File: config.mk
export PLATFORM = sky130hd
export DESIGN_NAME = devil_snoop_sched
export DESIGN_NICKNAME = d
export VERILOG_FILES = /design/src/rtl/devil_snoop_sched.sv
export SDC_FILE = /design/constraint.sdc
export NUM_CORES = 1
export LEC_CHECK = 0
export ABC_CLOCK_PERIOD_IN_PS = 13400
export CAP_MARGIN = 20
export CORE_MARGIN = 2
export CORE_UTILIZATION = 55
export CTS_CLUSTER_SIZE = 14
export DETAILED_ROUTE_END_ITERATION = 10
export DONT_BUFFER_PORTS = 1
export PLACE_DENSITY_LB_ADDON = 0.15
export SYNTH_ARGS = -nofsm -noshare
export SYNTH_HDL_FRONTEND = slang
export SYNTH_SLANG_ARGS = --single-unit
export TNS_END_PERCENT = 30
File: constraint.sdc
create_clock -name clk -period 13.4 [get_ports clk]
set_clock_uncertainty 0.1 [all_clocks]
set_input_delay 2.68 -clock clk [delete_from_list [all_inputs] [get_ports clk]]
set_output_delay 2.68 -clock clk [all_outputs]
set_load 0.005 [all_outputs]
File: src/rtl/devil_snoop_sched.sv
// Snoop response scheduler: accepts one AC snoop at a time and answers it on CR,
// optionally delaying and forcing crresp for snoops selected by address/type filters.
module devil_snoop_sched (
   input  logic        clk,
   input  logic        resetn,
   input  logic        cfg_en,
   input  logic        cfg_func,
   input  logic        cfg_acflt,
   input  logic        cfg_addrflt,
   input  logic [3:0]  cfg_acsnoop,
   input  logic [31:0] cfg_base,
   input  logic [31:0] cfg_size,
   input  logic [31:0] cfg_delay,
   input  logic [4:0]  cfg_crresp,
   input  logic        status_clr,
   input  logic        acvalid,
   output logic        acready,
   input  logic [43:0] acaddr,
   input  logic [3:0]  acsnoop,
   output logic        crvalid,
   input  logic        crready,
   output logic [4:0]  crresp,
   output logic        status_done,
   output logic [31:0] hit_count,
   output logic        busy
);

   typedef enum logic [1:0] {IDLE, DELAY, RESP} state_t;

   state_t      state;
   logic [31:0] cnt;
   logic        attacked;

   logic [32:0] lim;
   logic        addr_hit;
   logic        ac_hit;
   logic        match;
   logic        attack;
   logic        ac_hs;
   logic        cr_hs;
   logic        unused_addr;

   // Upper address bits play no part in the window compare.
   assign unused_addr = ^acaddr[43:32];

   always_comb begin
      lim      = {1'b0, cfg_base} + {1'b0, cfg_size};
      addr_hit = (cfg_size != 32'd0) &&
                 (cfg_base <= acaddr[31:0]) &&
                 ({1'b0, acaddr[31:0]} < lim);
      ac_hit   = (acsnoop == cfg_acsnoop);
      match    = (!cfg_addrflt || addr_hit) && (!cfg_acflt || ac_hit);
      attack   = cfg_en && match && (cfg_func || !status_done);
   end

   assign acready = (state == IDLE);
   assign crvalid = (state == RESP);
   assign busy    = (state != IDLE);
   assign ac_hs   = acvalid && acready;
   assign cr_hs   = crvalid && crready;

   always_ff @(posedge clk) begin
      if (!resetn) begin
         state       <= IDLE;
         cnt         <= 32'd0;
         attacked    <= 1'b0;
         crresp      <= 5'd0;
         status_done <= 1'b0;
         hit_count   <= 32'd0;
      end else begin
         if (status_clr) begin
            status_done <= 1'b0;
            hit_count   <= 32'd0;
         end
         unique case (state)
            IDLE: begin
               if (ac_hs) begin
                  attacked <= attack;
                  if (!attack) begin
                     crresp <= 5'd0;
                     state  <= RESP;
                  end else if (cfg_delay == 32'd0) begin
                     crresp <= cfg_crresp;
                     state  <= RESP;
                  end else begin
                     crresp <= cfg_crresp;
                     cnt    <= cfg_delay;
                     state  <= DELAY;
                  end
               end
            end
            DELAY: begin
               cnt <= cnt - 32'd1;
               if (cnt == 32'd1)
                  state <= RESP;
            end
            RESP: begin
               if (cr_hs) begin
                  state    <= IDLE;
                  crresp   <= 5'd0;
                  attacked <= 1'b0;
                  // A completing attack outranks a coincident clear.
                  if (attacked) begin
                     status_done <= 1'b1;
                     if (status_clr)
                        hit_count <= 32'd1;
                     else if (hit_count != 32'hFFFF_FFFF)
                        hit_count <= hit_count + 32'd1;
                  end
               end
            end
            default: state <= IDLE;
         endcase
      end
   end

endmodule

==> metrics <==
outcome complete, no violations; Synth Register Bits 73; critical path capture point type flop; Final Util 0.601; RePlAce Congestion 0.928; Netlist cell types 80; Die Height 118 µm; crit path launch type primary input; Starting Density 0.562; R2R depth 9; register area share after synthesis 0.206; # diodes 0; Pre-Repair DR Iteration Count 8; Synth Flop Type dfxtp_1; Worst Hold Path EP cnt[13]; total CTS buffers 9; Worst Path Max Fanout 22; hold depth 2; overall routed net length 20,200 µm; Post-synth EDFFs 0; Hold Fails Final Rpt 0; ANT nets after route 0; commonest non-fill, non-tap cells in the layout ha_1, a21oi_1, nand2_1; FF+latch area 1460 µm²; Port Buffers 0; hold crit path type flop to flop; HPWL Detailed 16,100 µm; initial antenna violation count 0; Root Driver clkbuf_16; Die W 118 µm; Max Buffers Root-to-Sink 2; Final setup viols 0; largest net degree at the start of global routing 32; initial DRC count 567; via count 6,954; Total Power 0.974 mW; Row Count 41; dpl cell area 7240 µm²; Worst R2R End cnt[30]; grt ovf 0; layout cells sized above 1 0.0687; wire per inst 18.8 µm; Worst Path Arrival 8180 ps; vias in the first global route 6,749; vias per cell 6.47; die area 13,800 µm²; CTS resizes 0; syn avg cell area 7.87 µm²; Ys Warns 0; Synth Instances 902; R2R Setup Slk 10,310 ps; Core Box Area 12,600 µm²; Reg clk slew, reported paths 60 ps; post-CTS setup buffer count 0; leading area contributor after synthesis dfxtp_1; main area contributors after synthesis dfxtp_1, ha_1, a21oi_1, xor2_1, nand2_1; design area 7580 µm²; first-pass GRT wire length 32,300 µm; CTS tree done; setup tns final 0 ps; Worst Tran Pin Value 1090 ps; CTS sink cnt 73; I/O pin count 203; Pleak 2.99 nW; Tot GR Track Use 0.282; Worst-Skew Late Latency 340 ps; Final nets 1,158; critical path type primary input to flop; max_slew headroom 0.270; fin crit share 0.597; Worst Hold Launch cnt[13]; f_max 125 MHz; pwr dens 128 nW/µm²; Synth top area share 0.206; most common cell after layout, fill and taps aside ha_1; maximum vdd drop 0.0000681 V; Worst EP required 13,580 ps; maximum capacitance violations 0; Synth async-reset ratio 0; FF-to-FF Start status_done; # DRC 0; syn nets 1,163; unrepaired setup endpoints after global routing no; synthesized area 7090 µm²; footprint of the multi-input gates 5320 µm²; min Tclk post-route 8000 ps; Filler cells 1,167; count of pins over their slew limit 0; hold bufs inserted after CTS 0; CTS H-tree lvls 3; Layout Area Growth over Synthesis 6.86%
registers in the layout, indices dropped and copies added (netlist names):
signal       cells
state            2
crresp           5
cnt             32
hit_count       32
attacked         1
status_done      1
power by group:
part	total [mW]	internal, mW	switching [mW]
clock network	0.265	0.172	0.0926
logic	0.429	0.171	0.257
registers	0.280	0.246	0.0342
metrics by stage:
stage / hold slack, ps / setup slack [ps] / cells
after floorplan: 345 / 6590 / 902
after global placement: 360 / 5320 / 1057
after detailed placement: 374 / 5130 / 1057
after CTS: 383 / 5480 / 1073
after global routing: 401 / 5070 / 1074
final: 395 / 5400 / 1074
critical path, cell delays in order:
cell      delay (ps)
ha_1             220
fa_1             420
a21oi_1          200
nor2_1           110
nor4_2           430
nor3_2           140
o31ai_1          430
a21oi_1          240
a21oi_1          240
xor2_1           170
ha_1             280
nand3_1          100
nand2_1           70
or3_1            440
o31ai_2          420
o221ai_2         150
buf_4            230
o21ai_1          870
o221a_2          330
synth_stat cells, types with 5 or more instances:
| cell type | instances |
|---|---|
| nand2_1 | 79 |
| a21oi_1 | 90 |
| a32oi_1 | 5 |
| xor2_1 | 37 |
| nor3_1 | 14 |
| o211ai_1 | 10 |
| or2_2 | 5 |
| a211oi_1 | 16 |
| clkbuf_1 | 13 |
| and3_1 | 9 |
| dfxtp_1 | 73 |
| o21ai_0 | 33 |
| xnor2_1 | 32 |
| inv_1 | 56 |
| nand4_1 | 24 |
| o221a_2 | 9 |
| ha_1 | 98 |
| nand2b_1 | 10 |
| nand3_1 | 39 |
| nor2_1 | 78 |
| a21o_1 | 10 |
| nor2b_1 | 8 |
| a31oi_1 | 11 |
| or3_1 | 13 |
| nor4_1 | 25 |
| o31ai_1 | 6 |
layer usage:
layer / track usage / vias up / share of wire
met3: 0.0858 / 25 / 0.092
met2: 0.482 / 297 / 0.48
li1: - / 3364 / -
met5: 0 / - / 0
met4: 0.0738 / 0 / 0.015
met1: 0.345 / 3268 / 0.42
layout make-up:
cell class | instances | share of cell area
flip-flops and latches | 73 | 0.193
well taps | 172 | 0.0284
inverters | 57 | 0.0282
multi-input cells | 752 | 0.702
repair buffers | 4 | 0.00495
clock buffers | 11 | 0.0333
clock inverters | 5 | 0.0102
worst max-delay path by stage:
stage,from,endpoint,depth (start not counted)
after floorplan,cfg_base[0],cnt[30],19
after global placement,cfg_base[0],cnt[4],19
after detailed placement,cfg_base[0],cnt[4],19
after CTS,cfg_base[0],cnt[19],19
after global routing,cfg_base[0],cnt[19],19
final,cfg_base[0],cnt[30],19
cells by family after synthesis:
kind of cell / share of synthesized area
DFF: 0.206
xor gates and xnor gates: 0.0852
and+or+nand+nor: 0.254
adders and majority gates: 0.176
buffers and inverters: 0.0437
AOI/OAI and AO/OA: 0.234
muxes: 0.00141
(Power assumes the default switching activity.)
